## src/rtl/sdram_burst_arbiter_if.sv

```systemverilog
// Burst request handshake between the frame-buffer arbiter and the SDRAM core.
// The arbiter holds sd_req/sd_we/sd_addr until the core pulses sd_ack.
interface sdram_burst_arbiter_if #(
    parameter int ADDR_W = 24
);
    logic              sd_req;
    logic              sd_we;
    logic [ADDR_W-1:0] sd_addr;
    logic              sd_ack;
    logic              sd_done;

    modport master (
        output sd_req,
        output sd_we,
        output sd_addr,
        input  sd_ack,
        input  sd_done
    );

    modport slave (
        input  sd_req,
        input  sd_we,
        input  sd_addr,
        output sd_ack,
        output sd_done
    );
endinterface

```

## src/rtl/sdram_burst_arbiter.sv

```systemverilog
// Schedules fixed-length write/read SDRAM bursts from FIFO fill levels.
// Owns the write and read frame-buffer address counters.
module sdram_burst_arbiter #(
    parameter int ADDR_W         = 24,
    parameter int FIFO_addr_size = 10,
    parameter int BURST_LEN      = 256,
    parameter int WR_BASE        = 0,
    parameter int RD_BASE        = 0,
    parameter int FRAME_WORDS    = 1024*768
) (
    input  logic                      clk,
    input  logic                      rst,
    input  logic                      init_done,
    input  logic [FIFO_addr_size-1:0] wf_rdusedw,
    input  logic [FIFO_addr_size-1:0] rf_wrusedw,
    input  logic                      rd_enable,
    input  logic                      wr_restart,
    input  logic                      rd_restart,
    sdram_burst_arbiter_if.master     sd,
    output logic                      busy,
    output logic                      wr_frame_done
);
    localparam int FW = FIFO_addr_size;

    localparam logic [FW:0]       BL_F      = (FW+1)'(BURST_LEN);
    localparam logic [FW:0]       FIFO_MAX  = (FW+1)'((2**FW) - 1);
    localparam logic [ADDR_W:0]   BL_A      = (ADDR_W+1)'(BURST_LEN);
    localparam logic [ADDR_W:0]   WR_END    = (ADDR_W+1)'(WR_BASE + FRAME_WORDS);
    localparam logic [ADDR_W:0]   RD_END    = (ADDR_W+1)'(RD_BASE + FRAME_WORDS);
    localparam logic [ADDR_W-1:0] WR_BASE_A = ADDR_W'(WR_BASE);
    localparam logic [ADDR_W-1:0] RD_BASE_A = ADDR_W'(RD_BASE);

    typedef enum logic [1:0] {
        S_IDLE,
        S_ARB,
        S_REQ,
        S_BUSY
    } state_t;

    state_t            state_q, state_d;
    logic              req_q, req_d;
    logic              we_q, we_d;
    logic [ADDR_W-1:0] addr_q, addr_d;
    logic [ADDR_W-1:0] wr_addr_q, wr_addr_d;
    logic [ADDR_W-1:0] rd_addr_q, rd_addr_d;
    logic              wr_pend_q, wr_pend_d;
    logic              rd_pend_q, rd_pend_d;
    logic              last_wr_q, last_wr_d;
    logic              fdone_q, fdone_d;

    logic [FW:0]       rd_free;
    logic              wr_ok;
    logic              rd_ok;
    logic              pick_wr;
    logic [ADDR_W:0]   wr_next;
    logic [ADDR_W:0]   rd_next;

    // Free space is computed one bit wider so a full FIFO never wraps.
    assign rd_free = FIFO_MAX - {1'b0, rf_wrusedw};
    assign wr_ok   = {1'b0, wf_rdusedw} >= BL_F;
    assign rd_ok   = rd_enable && (rd_free >= BL_F);
    assign pick_wr = wr_ok && !(rd_ok && last_wr_q);
    assign wr_next = {1'b0, wr_addr_q} + BL_A;
    assign rd_next = {1'b0, rd_addr_q} + BL_A;

    always_comb begin
        state_d   = state_q;
        req_d     = req_q;
        we_d      = we_q;
        addr_d    = addr_q;
        wr_addr_d = wr_addr_q;
        rd_addr_d = rd_addr_q;
        wr_pend_d = wr_pend_q | wr_restart;
        rd_pend_d = rd_pend_q | rd_restart;
        last_wr_d = last_wr_q;
        fdone_d   = 1'b0;
        unique case (state_q)
            S_IDLE: begin
                if (init_done) state_d = S_ARB;
            end
            S_ARB: begin
                if (wr_pend_d) begin
                    wr_addr_d = WR_BASE_A;
                    wr_pend_d = 1'b0;
                end
                if (rd_pend_d) begin
                    rd_addr_d = RD_BASE_A;
                    rd_pend_d = 1'b0;
                end
                if (wr_ok || rd_ok) begin
                    req_d     = 1'b1;
                    we_d      = pick_wr;
                    addr_d    = pick_wr ? wr_addr_d : rd_addr_d;
                    last_wr_d = pick_wr;
                    state_d   = S_REQ;
                end
            end
            S_REQ: begin
                if (sd.sd_ack) begin
                    req_d   = 1'b0;
                    state_d = S_BUSY;
                end
            end
            S_BUSY: begin
                if (sd.sd_done) begin
                    state_d = S_ARB;
                    // A pending restart overrides the post-burst increment.
                    if (we_q && !wr_pend_d) begin
                        if (wr_next >= WR_END) begin
                            wr_addr_d = WR_BASE_A;
                            fdone_d   = 1'b1;
                        end else begin
                            wr_addr_d = wr_next[ADDR_W-1:0];
                        end
                    end else if (!we_q && !rd_pend_d) begin
                        if (rd_next >= RD_END) begin
                            rd_addr_d = RD_BASE_A;
                        end else begin
                            rd_addr_d = rd_next[ADDR_W-1:0];
                        end
                    end
                end
            end
            default: state_d = S_IDLE;
        endcase
    end

    always_ff @(posedge clk) begin
        if (!rst) begin
            state_q   <= S_IDLE;
            req_q     <= 1'b0;
            we_q      <= 1'b0;
            addr_q    <= '0;
            wr_addr_q <= WR_BASE_A;
            rd_addr_q <= RD_BASE_A;
            wr_pend_q <= 1'b0;
            rd_pend_q <= 1'b0;
            last_wr_q <= 1'b0;
            fdone_q   <= 1'b0;
        end else begin
            state_q   <= state_d;
            req_q     <= req_d;
            we_q      <= we_d;
            addr_q    <= addr_d;
            wr_addr_q <= wr_addr_d;
            rd_addr_q <= rd_addr_d;
            wr_pend_q <= wr_pend_d;
            rd_pend_q <= rd_pend_d;
            last_wr_q <= last_wr_d;
            fdone_q   <= fdone_d;
        end
    end

    assign sd.sd_req     = req_q;
    assign sd.sd_we      = we_q;
    assign sd.sd_addr    = addr_q;
    assign busy          = (state_q == S_REQ) || (state_q == S_BUSY);
    assign wr_frame_done = fdone_q;
endmodule

```

## src/flat_wrapper.sv

```systemverilog
// flat-port wrapper written by rule: the top's interface ports become plain ports
module sdram_burst_arbiter_flat 
#(
    parameter int ADDR_W         = 24,
    parameter int FIFO_addr_size = 10,
    parameter int BURST_LEN      = 256,
    parameter int WR_BASE        = 0,
    parameter int RD_BASE        = 0,
    parameter int FRAME_WORDS    = 1024*768
)
  (clk, rst, init_done, wf_rdusedw, rf_wrusedw, rd_enable, wr_restart, rd_restart, busy, wr_frame_done, sd_sd_req, sd_sd_we, sd_sd_addr, sd_sd_ack, sd_sd_done);
  sdram_burst_arbiter_if #(.ADDR_W(ADDR_W)) sd_i ();
  input  logic clk;
  input  logic rst;
  input  logic init_done;
  input  logic [FIFO_addr_size-1:0] wf_rdusedw;
  input  logic [FIFO_addr_size-1:0] rf_wrusedw;
  input  logic rd_enable;
  input  logic wr_restart;
  input  logic rd_restart;
  output logic busy;
  output logic wr_frame_done;
  output wire logic [$bits(sd_i.sd_req)-1:0] sd_sd_req;
  output wire logic [$bits(sd_i.sd_we)-1:0] sd_sd_we;
  output wire logic [$bits(sd_i.sd_addr)-1:0] sd_sd_addr;
  input wire logic [$bits(sd_i.sd_ack)-1:0] sd_sd_ack;
  input wire logic [$bits(sd_i.sd_done)-1:0] sd_sd_done;
  assign sd_sd_req = sd_i.sd_req;
  assign sd_sd_we = sd_i.sd_we;
  assign sd_sd_addr = sd_i.sd_addr;
  assign sd_i.sd_ack = sd_sd_ack;
  assign sd_i.sd_done = sd_sd_done;
  sdram_burst_arbiter #(.ADDR_W(ADDR_W), .FIFO_addr_size(FIFO_addr_size), .BURST_LEN(BURST_LEN), .WR_BASE(WR_BASE), .RD_BASE(RD_BASE), .FRAME_WORDS(FRAME_WORDS)) u_core (.clk(clk), .rst(rst), .init_done(init_done), .wf_rdusedw(wf_rdusedw), .rf_wrusedw(rf_wrusedw), .rd_enable(rd_enable), .wr_restart(wr_restart), .rd_restart(rd_restart), .sd(sd_i), .busy(busy), .wr_frame_done(wr_frame_done));
endmodule
```

## config.mk

```make
export PLATFORM = sky130hd
export DESIGN_NAME = sdram_burst_arbiter_flat
export DESIGN_NICKNAME = d
export VERILOG_FILES = /design/src/rtl/sdram_burst_arbiter_if.sv /design/src/rtl/sdram_burst_arbiter.sv /design/src/flat_wrapper.sv
export SDC_FILE = /design/constraint.sdc
export NUM_CORES = 1
export LEC_CHECK = 0
export CORE_MARGIN = 3
export CORE_UTILIZATION = 58
export DETAILED_ROUTE_END_ITERATION = 7
export PLACE_DENSITY_LB_ADDON = 0.3
export SYNTH_ARGS = -nofsm -noshare
export SYNTH_HDL_FRONTEND = slang
export SYNTH_SLANG_ARGS = --single-unit
export TNS_END_PERCENT = 50
```

## constraint.sdc

```tcl
create_clock -name clk -period 5.33 [get_ports clk]
set_input_delay 0.7995 -clock clk [delete_from_list [all_inputs] [get_ports clk]]
set_output_delay 0.7995 -clock clk [all_outputs]
set_load 0.05 [all_outputs]
```

## Word level (Yosys, flattened, before mapping)

Cells that the tools add are included.

| word-level totals | value |
|---|---|
| register bits after elaboration | 79 |
| bits of input ports | 28 |
| output and inout bits | 28 |
| word-level logic and storage cells | 71 |

| cells by class | value |
|---|---|
| add/subtract/negate cells | 3 |
| order comparisons | 4 |
| eq/ne operators | 10 |
| muxes and demuxes | 21 |
| bitwise gates (word level) | 3 |
| reductions and logical operators | 21 |

Operators by type and width:

| operator | count |
|---|---|
| 24-bit two-way mux | 10 |
| 24-bit case mux with 2 select lines | 2 |
| 24-bit by 9-bit adder with 25-bit output (second input constant) | 2 |
| 25-bit by 20-bit greater-or-equal comparator with 1-bit output (second input constant) | 2 |
| 4-bit AND reduction | 3 |
| 11-bit by 9-bit greater-or-equal comparator with 1-bit output (second input constant) | 1 |
| 10-bit by 10-bit subtractor with 11-bit output (first input constant) | 1 |
| 10-bit by 9-bit greater-or-equal comparator with 1-bit output (second input constant) | 1 |
| 2-bit two-way mux | 4 |
| 2-bit inequality test (second input constant) | 4 |
| 2-bit case mux with 4 select lines | 1 |
| 2-bit by 1-bit inequality test with 1-bit output (second input constant) | 3 |
| 3-bit AND reduction | 2 |
| 1-bit logical AND | 5 |
| 2-bit equality test (second input constant) | 2 |
| 1-bit zero test | 4 |
| 2-bit nonzero test | 2 |
| 1-bit two-way mux | 3 |
| 2-bit by 1-bit equality test with 1-bit output (second input constant) | 1 |
| 2-bit zero test | 1 |
| 1-bit logical OR | 2 |
| 1-bit bitwise OR | 2 |
| 1-bit case mux with 2 select lines | 1 |
| 2-bit AND reduction | 1 |
| other kinds (2) | 2 |

## Depth between registers and ports, before layout

| logic depth | value |
|---|---|
| depth in word-level cells | 7 |
| depth in mapped cells | 9 |
| gate-level depth less buffers | 7 |

## Worst setup path after synthesis

Ideal clock, no wire load.

| timing | value |
|---|---|
| path type | register to register |
| start point | register u_core.rd_addr_q[8] |
| end point | register u_core.rd_addr_q[11] |
| setup time | 71 ps |
| arrival | 2119 ps |
| data required time | 5259 ps |
| slack | 3140 ps |
| stages on the path, launching flop included | 8 |
| path buffers | 0 |
| clock period less this slack | 2190 ps |
| path through | dfxtp_1 ha_1 nand3_1 nor4_1 mux2i_1 o211ai_1 or3_1 a21oi_1 |

| on the way | value |
|---|---|
| cells in the longest elaborated chain, start to end | 7 |

RTL lines:

| element | line | RTL |
|---|---|---|
| from (decl) | sdram_burst_arbiter.sv:45 | `logic [ADDR_W-1:0] rd_addr_q, rd_addr_d;` |
| from (signal assigned) | sdram_burst_arbiter.sv:146 | `rd_addr_q <= rd_addr_d;` |
| 24-bit by 9-bit adder with 25-bit output (*) | sdram_burst_arbiter.sv:64 | `assign rd_next = {1'b0, rd_addr_q} + BL_A;` |
| 25-bit by 20-bit greater-or-equal comparator with 1-bit output | sdram_burst_arbiter.sv:116 | `if (rd_next >= RD_END) begin` |
| 24-bit two-way mux (*) | sdram_burst_arbiter.sv:116 |  |
| 24-bit two-way mux (*) | sdram_burst_arbiter.sv:115 | `end else if (!we_q && !rd_pend_d) begin` |
| 24-bit two-way mux (*) | sdram_burst_arbiter.sv:108 | `if (we_q && !wr_pend_d) begin` |
| 24-bit two-way mux (*) | sdram_burst_arbiter.sv:105 | `if (sd.sd_done) begin` |
| 24-bit case mux with 2 select lines (*) | sdram_burst_arbiter.sv:77 | `unique case (state_q)` |

Mark *: on every way between the ends. The rest lies on a longest branch, timed or not. The select of a mux whose other input is x is not followed.
A chain may end at the register's enable or synchronous reset.

## Worst setup path in the final report

| timing | value |
|---|---|
| start point | register u_core.wr_addr_q[8] |
| end point | register u_core.wr_addr_q[2] |

| on the way | value |
|---|---|
| cells in the longest elaborated chain, start to end | 6 |

RTL lines:

| element | line | RTL |
|---|---|---|
| from (decl) | sdram_burst_arbiter.sv:44 | `logic [ADDR_W-1:0] wr_addr_q, wr_addr_d;` |
| from (signal assigned) | sdram_burst_arbiter.sv:145 | `wr_addr_q <= wr_addr_d;` |
| 24-bit by 9-bit adder with 25-bit output | sdram_burst_arbiter.sv:63 | `assign wr_next = {1'b0, wr_addr_q} + BL_A;` |
| 25-bit by 20-bit greater-or-equal comparator with 1-bit output | sdram_burst_arbiter.sv:109 | `if (wr_next >= WR_END) begin` |
| 24-bit two-way mux | sdram_burst_arbiter.sv:109 |  |
| 24-bit two-way mux | sdram_burst_arbiter.sv:108 |  |
| 24-bit two-way mux | sdram_burst_arbiter.sv:105 |  |
| 24-bit case mux with 2 select lines | sdram_burst_arbiter.sv:77 |  |

Every way passes these cells. The select of a mux whose other input is x is not followed.

==> flow_metrics.env <==
export IMPL_cts_root_buf="clkbuf_8"
export IMPL_cts_sinks=79
export IMPL_final_util=0.707
export IMPL_setup_tns_ps=0
export IMPL_nFillCells=482
export IMPL_tightest_slew_ps=1210
export IMPL_synthesis_area_um2=3650
export IMPL_io_buffers=39
export IMPL_cts_hold_buf=0
export IMPL_via_per_inst=6.24
export IMPL_fp_row_count=28
export IMPL_ioPinCount=56
export IMPL_cts_buffers=9
export IMPL_netlist_instances=431
export IMPL_worst_ep_required_time_ps=5610
export IMPL_vdd_drop_max_mv=0.321
export IMPL_use_met1=0.337
export IMPL_grt_pass1_wl_um=14800
export IMPL_grt_overflow=0
export IMPL_finalMaxSlewViolations=0
export IMPL_cts_tree="done"
export IMPL_synth_area_leader_cell="dfxtp_1"
export IMPL_ys_warnings_count=0
export IMPL_insertion_delay_ps=350
export IMPL_whs_ps=431
export IMPL_synth_seq_cells=79
export IMPL_initial_core_util=0.607
export IMPL_synth_top_area_frac=0.433
export IMPL_timing_fmax_mhz=300
export IMPL_drt_iter0_markers=382
export IMPL_yosys_top_cells_area="dfxtp_1 (43%), nor2_1 (5.9%), a22oi_1 (5.1%), a211oi_1 (4.9%), nand2_1 (4.4%)"
export IMPL_synth_edf_count=0
export IMPL_grt_max_degree=51
export IMPL_start_kind="flip-flop"
export IMPL_synth_ff_type="dfxtp_1"
export IMPL_clk_pin_slew_ps=80
export IMPL_seq_area_frac_synth=0.433
export IMPL_post_cts_buffers=0
export IMPL_die_area_um2=7290
export IMPL_cp_slowest_stage_delay_ps=950
export IMPL_grt_pass1_vias=3035
export IMPL_post_route_drc_count=0
export IMPL_cts_resized=0
export IMPL_maxCapViolCount=0
export IMPL_fin_crit_ps=3330
export IMPL_n_antenna_cell=0
export IMPL_vias=3339
export IMPL_path_cells="ha_1 -> nand4_1 -> nor4_1 -> xor2_1 -> a2111oi_4 -> a21oi_1 -> nor2_1"
export IMPL_drtPass1Iterations=5
export IMPL_cp_slowest_cell="a2111oi_4"
export IMPL_grt_util_all_layers=0.253
export IMPL_syn_nets=467
export IMPL_p_leak_nw=1.45
export IMPL_busiest_layer="met2"
export IMPL_grt_use_met2=0.411
export IMPL_core_area_um2=6030
export IMPL_crit_arrival_ps=3610
export IMPL_status="completed"
export IMPL_yosysUniqueCellTypes=48
export IMPL_synthArstFlopShare=0
export IMPL_die_w_um=85.4
export IMPL_ctsHtreeMaxLevel=3
export IMPL_syn_avg_cell_area_um2=8.48
export IMPL_die_height_um=85.4
export IMPL_period_share=0.626
export IMPL_crit_fanout=23
export IMPL_drive_gt1_frac=0.0652
export IMPL_wl_per_cell_um=16.5
export IMPL_synth_most_common_cell="dfxtp_1"
export IMPL_crit_family="compound AO/OA/AOI/OAI gates"
export IMPL_dp_hpwl_um=5890
export IMPL_critPathCaptureType="flip-flop"
export IMPL_placed_cells=519
export IMPL_ant_nets=0
export IMPL_crit_buf_inv=0
export IMPL_hold_viol_final=0
export IMPL_fin_skew_ps=6.58
export IMPL_clock_path_buffers=2
export IMPL_p_per_area_nw_per_um2=471
export IMPL_relSlewSlack=0.192
export IMPL_wl_um=8810
export IMPL_grt_antenna_before_repair=0
export IMPL_finalNetCount=491
export IMPL_area_delta_synth_final_pct=16.6
export IMPL_rsz0062_at_grt="no"
export IMPL_instances_no_fill=535
export IMPL_setup_viol=0
export IMPL_worstHoldPathType="reg2reg"
export IMPL_ys_top_cells_by_count="dfxtp_1 (79), nor2_1 (57), nand2_1 (43)"
export IMPL_path_class="reg2reg"
export IMPL_use_met3=0.0447
export IMPL_place_congestion=0.863
-- through the flow --
step	cell area (um2)	setup WS (ps)	power, mW
finish	4260	2000	2.01
global placement	4040	2190	1.51
detailed placement	4040	2080	1.53
global route	4260	1700	2.11
CTS	4260	2030	2.02
floorplan	3650	3140	1.29
-- state kept, by name, indices dropped and copies added, names as in the netlist --
register / cells
u_core.sd.sd_req: 1
u_core.sd.sd_we: 1
u_core.wr_pend_q: 1
u_core.rd_addr_q: 24
u_core.wr_frame_done: 1
u_core.wr_addr_q: 24
u_core.rd_pend_q: 1
u_core.state_q: 2
u_core.sd.sd_addr: 24
-- metal layers --
metal  vias to the layer above  wire length, um
li1                       1620                -
met4                         0              145
met5                         -                0
met1                      1574             3820
met2                       127             4240
met3                        18              600
-- worst reg2reg max path: cells and delay by family (launching register included) --
kind | cells | cell delay (ps)
XOR/XNOR | 1 | 160
adder cells (fa/ha/maj) | 1 | 350
AND/OR/NAND/NOR | 3 | 790
flip-flops | 1 | 530
AO/OA/AOI/OAI | 2 | 1430
-- final cells by class --
| cell class | count | area, um2 | area share |
|---|---|---|---|
| clock inverter | 6 | 92.6 | 0.0217 |
| tap | 75 | 93.8 | 0.0220 |
| clock buffer | 10 | 128 | 0.0299 |
| inverter | 11 | 41.3 | 0.00969 |
| multi-input combinational | 309 | 1890 | 0.443 |
| sequential | 79 | 1580 | 0.371 |
| timing repair buffer | 45 | 435 | 0.102 |
-- worst paths after layout --
check	slack [ps]	depth (start not counted)	to	start
worst min register to register	430	2	u_core.wr_addr_q[5]	u_core.wr_addr_q[5]
worst max-delay path	2000	7	u_core.wr_addr_q[2]	u_core.wr_addr_q[8]
worst min-delay path	430	2	u_core.wr_addr_q[5]	u_core.wr_addr_q[5]
worst max register to register	2000	7	u_core.wr_addr_q[2]	u_core.wr_addr_q[8]
-- kinds of logic after synthesis --
logic type	share of synthesized area
compound gates	0.217
xor+xnor	0.00719
fa+ha+maj	0.0274
buf+inv	0.0500
flops	0.433
mux	0.0137
simple gates	0.252
-- layout by cell type, fill, tap and decap left out, types with 2 or more instances in the layout --
master / Yosys / routed
inv_1: 10 / 10
bufinv_16: 0 / 2
nand4_1: 14 / 14
ha_1: 8 / 8
a31oi_1: 3 / 3
clkdlybuf4s50_1: 0 / 39
clkinvlp_4: 0 / 2
mux2i_1: 5 / 5
nand2_1: 43 / 43
nor2_1: 57 / 57
nand4b_1: 2 / 2
nor3b_1: 2 / 2
nor3_1: 7 / 7
and3_1: 10 / 10
o21ai_0: 9 / 9
a22oi_1: 25 / 25
nand3_1: 13 / 13
xnor2_1: 2 / 2
a32oi_1: 8 / 8
and2_1: 11 / 11
o21a_1: 6 / 6
o2111ai_1: 3 / 3
buf_4: 0 / 6
clkbuf_8: 0 / 9
nand2b_1: 4 / 4
or3_1: 3 / 3
o2bb2ai_1: 2 / 2
dfxtp_1: 79 / 79
a21oi_1: 17 / 17
nor4_1: 9 / 9
or2_2: 4 / 4
a211oi_1: 24 / 24
o211ai_1: 2 / 2
-- report_power, final --
| group | leakage [nW] | switching, mW | internal (mW) | total [mW] |
|---|---|---|---|---|
| clock | 0.103 | 0.229 | 0.266 | 0.495 |
| sequential | 0.641 | 0.0488 | 0.676 | 0.725 |
| combinational | 0.709 | 0.537 | 0.251 | 0.788 |
Note: power is estimated with default switching activity, not from simulation.
